**config.mk**
```make
export PLATFORM = sky130hd
export DESIGN_NAME = pool_layer_sequencer_flat
export DESIGN_NICKNAME = d
export VERILOG_FILES = /design/src/rtl/pool_layer_sequencer_if.sv /design/src/rtl/pool_layer_sequencer.sv /design/src/flat_wrapper.sv
export SDC_FILE = /design/constraint.sdc
export NUM_CORES = 1
export LEC_CHECK = 0
export BUFFER_PORTS_ARGS = -buffer_cell sky130_fd_sc_hd__buf_2
export CAP_MARGIN = 0
export CORE_MARGIN = 2
export CORE_UTILIZATION = 58
export CTS_BUF_LIST = sky130_fd_sc_hd__clkbuf_4
export DETAILED_ROUTE_END_ITERATION = 10
export PLACE_DENSITY = 0.82
export SLEW_MARGIN = 40
export SYNTH_ARGS = -nofsm -noshare
export SYNTH_HDL_FRONTEND = slang
export SYNTH_SLANG_ARGS = --single-unit
export TNS_END_PERCENT = 5
```
**constraint.sdc**
```tcl
create_clock -name clk -period 3.1 [get_ports clk]
set_input_delay 0.93 -clock clk [delete_from_list [all_inputs] [get_ports clk]]
set_output_delay 0.93 -clock clk [all_outputs]
set_load 0.05 [all_outputs]
```
**src/rtl/pool_layer_sequencer_if.sv**
```systemverilog
// Handshake and RAM/datapath bundle between the pooling sequencer and its peers.
// master: sequencer side (drives reads, ce, datapath reset, writes).
// slave:  RAM/datapath side (drives stall and pooled-result valid).
interface pool_layer_sequencer_if #(
    parameter int ADDR_W = 8
);
    logic              stall;
    logic              pool_out_valid;
    logic              rd_en;
    logic [ADDR_W-1:0] rd_addr;
    logic              pool_ce;
    logic              pool_rst;
    logic              wr_en;
    logic [ADDR_W-1:0] wr_addr;

    modport master (
        input  stall, pool_out_valid,
        output rd_en, rd_addr, pool_ce, pool_rst, wr_en, wr_addr
    );

    modport slave (
        output stall, pool_out_valid,
        input  rd_en, rd_addr, pool_ce, pool_rst, wr_en, wr_addr
    );
endinterface

```
**src/rtl/pool_layer_sequencer.sv**
```systemverilog
// Max-pool layer sequencer: per channel clears the datapath, streams the
// feature map from the input RAM and writes pooled results to the output RAM.
// Ports: clk, master_rst (sync, active high), start, bus (master modport:
// stall/pool_out_valid in; rd_en/rd_addr/pool_ce/pool_rst/wr_en/wr_addr out),
// ch_idx, busy, done, err (sticky drain timeout).
module pool_layer_sequencer #(
    parameter int INPUT_SIZE = 4,
    parameter int POOL_SIZE  = 2,
    parameter int NUM_CH     = 2,
    parameter int ADDR_W     = 8,
    parameter int DRAIN_MAX  = 16
) (
    input  logic                   clk,
    input  logic                   master_rst,
    input  logic                   start,
    pool_layer_sequencer_if.master bus,
    output logic [ADDR_W-1:0]      ch_idx,
    output logic                   busy,
    output logic                   done,
    output logic                   err
);
    localparam int NPIX = INPUT_SIZE * INPUT_SIZE;
    localparam int NOUT = (INPUT_SIZE / POOL_SIZE) * (INPUT_SIZE / POOL_SIZE);
    localparam int PW   = $clog2(NPIX + 1);
    localparam int OW   = $clog2(NOUT + 1);
    localparam int DW   = $clog2(DRAIN_MAX + 1);

    if (POOL_SIZE < 1 || INPUT_SIZE % POOL_SIZE != 0) begin : g_bad_size
        $error("INPUT_SIZE must be a positive multiple of POOL_SIZE");
    end
    if (64'(NUM_CH) * 64'(NPIX) > (64'd1 << ADDR_W)) begin : g_bad_addr
        $error("ADDR_W too narrow for NUM_CH*INPUT_SIZE^2");
    end
    if (NUM_CH < 1 || DRAIN_MAX < 1) begin : g_bad_cnt
        $error("NUM_CH and DRAIN_MAX must be at least 1");
    end

    typedef enum logic [2:0] {IDLE, CLEAR, STREAM, DRAIN, DONE} state_t;

    state_t            state, state_nxt;
    logic [ADDR_W-1:0] rd_ptr;
    logic [PW-1:0]     pix_cnt;
    logic [OW-1:0]     out_cnt;
    logic [DW-1:0]     drain_cnt;
    logic              issue, ch_adv, err_set;
    logic              last_pix, out_full;

    assign last_pix  = pix_cnt == PW'(NPIX - 1);
    assign out_full  = out_cnt == OW'(NOUT);
    assign bus.wr_en = bus.pool_out_valid && (state == STREAM || state == DRAIN);

    always_ff @(posedge clk) begin
        if (master_rst) state <= IDLE;
        else            state <= state_nxt;
    end

    // issue: a read is presented on rd_en/rd_addr in the following cycle.
    // CLEAR always issues the first read of a channel, so stall there is moot.
    always_comb begin
        state_nxt = state;
        issue     = 1'b0;
        ch_adv    = 1'b0;
        err_set   = 1'b0;
        case (state)
            IDLE:   if (start) state_nxt = CLEAR;
            CLEAR: begin
                issue     = 1'b1;
                state_nxt = STREAM;
            end
            STREAM: begin
                if (last_pix) state_nxt = DRAIN;
                else          issue     = !bus.stall;
            end
            DRAIN: begin
                if (out_full) begin
                    if (ch_idx < ADDR_W'(NUM_CH - 1)) begin
                        ch_adv    = 1'b1;
                        state_nxt = CLEAR;
                    end else begin
                        state_nxt = DONE;
                    end
                end else if (drain_cnt == DW'(DRAIN_MAX - 1)) begin
                    err_set   = 1'b1;
                    state_nxt = DONE;
                end
            end
            DONE:    state_nxt = IDLE;
            default: state_nxt = IDLE;
        endcase
    end

    always_ff @(posedge clk) begin
        if (master_rst) begin
            bus.rd_en    <= 1'b0;
            bus.rd_addr  <= '0;
            bus.pool_ce  <= 1'b0;
            bus.pool_rst <= 1'b1;
            bus.wr_addr  <= '0;
            rd_ptr       <= '0;
            pix_cnt      <= '0;
            out_cnt      <= '0;
            drain_cnt    <= '0;
            ch_idx       <= '0;
            busy         <= 1'b0;
            done         <= 1'b0;
            err          <= 1'b0;
        end else begin
            bus.rd_en    <= issue;
            bus.pool_ce  <= bus.rd_en;
            bus.pool_rst <= state_nxt inside {IDLE, CLEAR, DONE};
            busy         <= state_nxt != IDLE;
            done         <= state_nxt == DONE;
            drain_cnt    <= (state == DRAIN) ? drain_cnt + 1'b1 : '0;

            // rd_ptr is the next address; rd_addr holds the last issued one
            // so it stays put while stalled.
            if (issue) begin
                bus.rd_addr <= rd_ptr;
                rd_ptr      <= rd_ptr + 1'b1;
                pix_cnt     <= (state == CLEAR) ? '0 : pix_cnt + 1'b1;
            end

            if (state == CLEAR)  out_cnt <= '0;
            else if (bus.wr_en)  out_cnt <= out_cnt + 1'b1;
            if (bus.wr_en) bus.wr_addr <= bus.wr_addr + 1'b1;

            if (ch_adv)  ch_idx <= ch_idx + 1'b1;
            if (err_set) err    <= 1'b1;

            if (state == IDLE && start) begin
                ch_idx      <= '0;
                bus.rd_addr <= '0;
                rd_ptr      <= '0;
                bus.wr_addr <= '0;
                err         <= 1'b0;
            end
        end
    end
endmodule

```
**src/flat_wrapper.sv**
```systemverilog
// flat-port wrapper written by rule: the top's interface ports become plain ports
module pool_layer_sequencer_flat 
#(
    parameter int INPUT_SIZE = 4,
    parameter int POOL_SIZE  = 2,
    parameter int NUM_CH     = 2,
    parameter int ADDR_W     = 8,
    parameter int DRAIN_MAX  = 16
)
  (clk, master_rst, start, ch_idx, busy, done, err, bus_stall, bus_pool_out_valid, bus_rd_en, bus_rd_addr, bus_pool_ce, bus_pool_rst, bus_wr_en, bus_wr_addr);
  pool_layer_sequencer_if #(.ADDR_W(ADDR_W)) bus_i ();
  input  logic clk;
  input  logic master_rst;
  input  logic start;
  output logic [ADDR_W-1:0] ch_idx;
  output logic busy;
  output logic done;
  output logic err;
  input wire logic [$bits(bus_i.stall)-1:0] bus_stall;
  input wire logic [$bits(bus_i.pool_out_valid)-1:0] bus_pool_out_valid;
  output wire logic [$bits(bus_i.rd_en)-1:0] bus_rd_en;
  output wire logic [$bits(bus_i.rd_addr)-1:0] bus_rd_addr;
  output wire logic [$bits(bus_i.pool_ce)-1:0] bus_pool_ce;
  output wire logic [$bits(bus_i.pool_rst)-1:0] bus_pool_rst;
  output wire logic [$bits(bus_i.wr_en)-1:0] bus_wr_en;
  output wire logic [$bits(bus_i.wr_addr)-1:0] bus_wr_addr;
  assign bus_i.stall = bus_stall;
  assign bus_i.pool_out_valid = bus_pool_out_valid;
  assign bus_rd_en = bus_i.rd_en;
  assign bus_rd_addr = bus_i.rd_addr;
  assign bus_pool_ce = bus_i.pool_ce;
  assign bus_pool_rst = bus_i.pool_rst;
  assign bus_wr_en = bus_i.wr_en;
  assign bus_wr_addr = bus_i.wr_addr;
  pool_layer_sequencer #(.INPUT_SIZE(INPUT_SIZE), .POOL_SIZE(POOL_SIZE), .NUM_CH(NUM_CH), .ADDR_W(ADDR_W), .DRAIN_MAX(DRAIN_MAX)) u_core (.clk(clk), .master_rst(master_rst), .start(start), .bus(bus_i), .ch_idx(ch_idx), .busy(busy), .done(done), .err(err));
endmodule
```
==> metrics.txt, run 1 <==
outcome=finished, final reports clean; Root Driver=clkbuf_4; worst vdd ir=0.334 mV; Cells after DPL=approximately 320; DRC errors left=0; final setup fails=0; htree depth=2; first-pass GRT wire length=6.71 mm; Avg WL per Cell=roughly 12 um; Fin. Hold Viols=0; CTS tree=yes; Slew @ Worst Pin=about 0.74 ns; top cell type's share of synthesized area=48.9%; PwrDens=503 mW/mm^2; GRT Total Usage=20.4%; Syn Nets=254; area grow syn2layout=14.1%; post-synth top area cell=dfxtp_1; Core Region=0.00366 sq mm; Critical Path RT=2.17 ns; hold-fix buffers at CTS=0; reg2reg end=u_core.rd_ptr[5]; NumNets Final=between 200 and 300; most frequent cells in the layout=dfxtp_1 (54), nor2_1 (35), buf_2 (35); drt initial violations=78; layout cells sized above 1=between 15 and 20%; fmax=~400 MHz; row cnt=22; drt total wl=3.91 mm; critical path launch point=u_core.state[1]; vias in the first global route=1520; CP Max Fanout=10; CTS Buf Count=5; DRT antenna net count=0; worst hold path type=register to register; max cap viols=0; sequential fraction of the synthesis area=48.9%; fin crit period=2.54 ns; DR vias=1707; CP endpoint kind=output port; Mapped Cells=239; Tcrit/Tclk final=about four fifths; Die X=65.7 um; Die Y=65.7 um; Clock Skews=~0.0077 ns; Netlist cell types=41; GRT overflow=0; Critical R2R Launch=u_core.pix_cnt[0]; post-CTS sizing=0; most common cell after layout, fill and taps aside=dfxtp_1; HPWL after DPL=between 2 and 3 mm; port buffer count=35; top post-synthesis cells by area=dfxtp_1 (49%), nor2_1 (5.9%), ha_1 (5.7%); 1st-pass router iterations=4; Final Power=1.27 mW; Slew HR=between 50% and 60%; Final Util=68.9%; register bit total from synthesis=54; CP arrival=1.61 ns; Reg2Reg Setup Slack=between 0.6 and 0.7 ns; GP Congestion=between 0.7 and 0.8; setup ws final=0.559 ns; largest net degree at the start of global routing=26; RSZ-0062 raised after global routing=false; Setup crit end=bus_wr_en; Yosys Warn Count=0; critical path's slowest cell=dfxtp_1; vias per cell=5.27; die area=between 0.004 and 0.005 sq mm; Bufs on Longest Clock Path=2; synthesized cell area=about 0.0022 sq mm; Setup WS pre-CTS=0.552 ns; initial antenna violation count=0; Slew Limit Fails=0; worst stage delay on the critical path=0.56 ns; Crit Path Class=register to output port; Cell Count, Final, Fillers Out=324; Boundary Pins=36; Sink Count=54; leak pwr=between 1 and 1.5 nW; Post-Route Setup TNS=0 ns; worst-path cell chain=nand3b_1 -> clkinv_1 -> buf_2; Syn Area/Cell=roughly 9.3 sq um; Setup crit start kind=register; n_diodes=0; Post-CTS Setup Inserts=0; worst r2r path cells=7; Initial Util=between 60% and 70%; Clock Latency Late Sink=0.38 ns; clock slew at reported path FFs=0.14 ns
==> routing by layer <==
layer	share of wire [%]	wire length [um]	GRT usage [%]
met3	5.7	222	5.14
met1	48	1890	26.1
met4	1.9	74	8.59
met5	0	0	0
met2	44	1730	32.6
==> sequential cells by signal, summed over array words and instances, names as in the netlist <==
register             cells
u_core.bus.rd_addr       8
u_core.bus.wr_addr       8
u_core.ch_idx            8
u_core.rd_ptr            8
u_core.drain_cnt         5
u_core.pix_cnt           5
u_core.out_cnt           3
u_core.state             3
u_core.bus.pool_ce       1
u_core.bus.pool_rst      1
u_core.bus.rd_en         1
u_core.busy              1
u_core.done              1
u_core.err               1
==> worst min-delay path by stage <==
stage	startpoint	endpoint	slack, ns	cells past startpoint
floorplan	u_core.drain_cnt[0]	u_core.drain_cnt[0]	0.42	1
global placement	u_core.drain_cnt[0]	u_core.drain_cnt[0]	0.44	1
detailed placement	u_core.drain_cnt[0]	u_core.drain_cnt[0]	0.45	1
CTS	u_core.drain_cnt[0]	u_core.drain_cnt[0]	0.47	1
global route	u_core.drain_cnt[0]	u_core.drain_cnt[0]	0.49	1
finish	u_core.drain_cnt[0]	u_core.drain_cnt[0]	0.47	1
==> worst max-delay path, delay by kind of cell (launching register included) <==
family	cells	cell delay [ns]
buffers and inverters	2	0.38
flip-flops	1	0.56
AND/OR/NAND/NOR	1	0.29
==> power breakdown <==
group	internal (mW)	switching (mW)	leakage [nW]
clock	0.249	0.214	0.0528
combinational	0.0298	0.0631	0.547
sequential	0.704	0.00998	0.436
total	0.983	0.287	1.04
==> final cells by class <==
cell class | instances | area, sq um
clock buffers | 5 | 37.5
clock inverters | 3 | 63.8
multi-input cells | 164 | 1040
fillers | 299 | 1140
well taps | 48 | 60.1
flip-flops and latches | 54 | 1080
inverters | 12 | 45.0
repair buffers | 38 | 198
==> metrics by stage <==
stage          hold WS (ns)  area (sq um)
2_1_floorplan         0.418          2210
3_3_place_gp          0.435          2420
3_5_place_dp          0.448          2420
4_1_cts               0.470          2520
5_1_grt               0.495          2520
6_report              0.465          2520
==> cell usage after synthesis, drive strengths merged <==
cell type and n:
inv 11, o21ai 5, a21oi 11, nand3b 3, and2 6, a311oi 1
o31ai 1, mux2i 10, nand2b 1, clkinv 1, nor2b 2, nand4 5
nor3 6, o21bai 1, or3 1, or2b 1, and4 1, nand3 9
a2111oi 1, ha 10, nor2 35, and3b 1, o31a 1, xnor2 9
dfxtp 54, a31o 2, a31oi 2, and3 4, a211oi 3, or4 1
o21a 1, buf 4, nand2 19, xor2 8, or4b 1, clkbuf 5
nor4b 1, nand4b 1
==> cells by family after synthesis <==
family                     share of synthesized area [%]
buffers and inverters                               4.19
muxes                                               4.53
DFF                                                 48.9
AOI/OAI and AO/OA                                   8.21
adders and majority gates                           5.66
and+or+nand+nor                                     21.8
xor gates and xnor gates                            6.73
Note: power is estimated with default switching activity, not from simulation.
==> inputs of run 2 (changes only) <==
==> constraint.sdc (replaced) <==
create_clock -name clk -period 2.5 [get_ports clk]
set_input_delay 0.75 -clock clk [delete_from_list [all_inputs] [get_ports clk]]
set_output_delay 0.75 -clock clk [all_outputs]
set_load 0.05 [all_outputs]
==> run 2 against run 1 <==
  * Total power grew 17%
  * Combinational power grew 35%
  * Utilization is essentially flat
  * Critical endpoint is now u_core.rd_ptr[5]
  * Worst setup slack lost 0.45 ns
==> metrics.txt, run 2 (synthesis gave the netlist of run 1 again) <==
CP Max Fanout=6; Boundary Pins=36; most common cell after layout, fill and taps aside=dfxtp_1; fin crit period=between 2 and 2.5 ns; initial antenna violation count=0; Crit Path Class=register to register; leak pwr=1.04 nW; largest net degree at the start of global routing=26; htree depth=2; Die Y=65.7 um; worst hold path depth=1; Setup crit start kind=register; Initial Util=60.4%; CTS Buf Count=5; DRC errors left=0; Final Power=1.49 mW; n_diodes=0; DR WL met3=181 um; Avg WL per Cell=12.1 um; fmax=419 MHz; Critical Path RT=about 2.8 ns; DRT antenna net count=0; Reg2Reg Setup Slack=approximately 0.11 ns; drt initial violations=93; 1st-pass router iterations=4; metal2 WL=1.85 mm; CP endpoint kind=register; Post-CTS Setup Inserts=0; vias in the first global route=1580; Clock Latency Late Sink=0.37 ns; HPWL after DPL=2.89 mm; hold_ws=0.457 ns; reg2reg end=u_core.rd_ptr[5]; hold-fix buffers at CTS=0; Top Layer Used=met4; Tcrit/Tclk final=95.5%; layout cells sized above 1=18.7%; GRT overflow=0; most frequent cells in the layout=dfxtp_1 (54), nor2_1 (35), buf_2 (35); RSZ-0062 raised after global routing=false; Clock Skews=around 0.012 ns; area grow syn2layout=14.1%; clock slew at reported path FFs=around 0.14 ns; PwrDens=590 mW/mm^2; final setup fails=0; max cap viols=0; Slew HR=54.8%; wire length on met1=around 1.9 mm; Slew @ Worst Pin=between 0.6 and 0.7 ns; port buffer count=35; Sink Count=54; first-pass GRT wire length=6.74 mm; GP Congestion=0.739; vias per cell=5.35; DR vias=1743; Bufs on Longest Clock Path=2; worst r2r path cells=7; Core Region=~0.0037 sq mm; Critical R2R Launch=u_core.pix_cnt[0]; drt total wl=3.96 mm; CP arrival=2.69 ns; post-CTS sizing=0; row cnt=22; worst vdd ir=0.361 mV; Fin. Hold Viols=0; Slew Limit Fails=0; worst hold path type=register to register; CTS tree=yes; Die X=approximately 66 um; die area=0.00432 sq mm; Hold Path End=u_core.drain_cnt[0]; Post-Route Setup TNS=0 ns; Root Driver=clkbuf_4; NumNets Final=292; GRT Total Usage=20.5%; outcome=finished, final reports clean; HP Start=u_core.drain_cnt[0]
==> run 2: cell types whose count changed in the layout (fill, tap and decap cells not counted) <==
cell and delta:
a2111oi_0 -1, clkbuf_4 +2, or4b_4 +1, clkinv_1 -1, or4b_1 -1, bufinv_16 -1, a2111oi_1 +1, buf_4 +2
==> run 2: layout make-up <==
| type | count | area, sq um |
|---|---|---|
| Clock buffer | 7 | 52.6 |
| Fill cell | 291 | 1140 |
| Timing Repair Buffer | 40 | 213 |
| Inverter | 12 | 45.0 |
| Clock inverter | 1 | 30.0 |
| Sequential cell | 54 | 1080 |
| Multi-Input combinational cell | 164 | 1040 |
| Tap cell | 48 | 60.1 |
==> run 2: worst max path at each step <==
stage | from | to | slack, ns
final | u_core.pix_cnt[0] | u_core.rd_ptr[5] | 0.11
after global routing | u_core.pix_cnt[0] | u_core.rd_ptr[5] | 0.05
after CTS | u_core.pix_cnt[0] | u_core.rd_ptr[7] | 0.03
after detailed placement | u_core.pix_cnt[0] | u_core.rd_ptr[7] | 0.06
after global placement | u_core.pix_cnt[0] | u_core.rd_ptr[5] | 0.10
after floorplan | u_core.pix_cnt[0] | u_core.rd_ptr[5] | 0.16
==> run 2: worst max-delay path, cell delays in order, from the launching register on <==
cell and delay (ns):
dfxtp_1 0.35, ha_1 0.21, and3_1 0.18, ha_1 0.20
or4b_4 0.56, and2_4 0.19, or4_1 0.50, a21oi_1 0.15
==> run 2: metal layers <==
metal,vias up,track usage [%]
met3,6,4.11
met1,817,24.7
met5,-,0
li1,883,-
met4,0,11.2
met2,37,34.0
==> run 2: power breakdown <==
group | internal [mW] | switching (mW) | leakage, nW
clock | 0.234 | 0.248 | 0.0463
sequential | 0.873 | 0.00942 | 0.436
combinational | 0.0419 | 0.0831 | 0.559
total | 1.15 | 0.341 | 1.04
==> run 2: per-stage QoR <==
stage / utilization [%] / setup slack, ns / instance area (sq um) / std cells
floorplan: - / 0.163 / 2210 / 239
global placement: 66.5 / 0.105 / 2440 / 318
detailed placement: 66.5 / 0.0601 / 2440 / 318
CTS: 68.8 / 0.0314 / 2520 / 326
global route: 68.9 / 0.0513 / 2520 / 326
finish: 68.9 / 0.114 / 2520 / 326
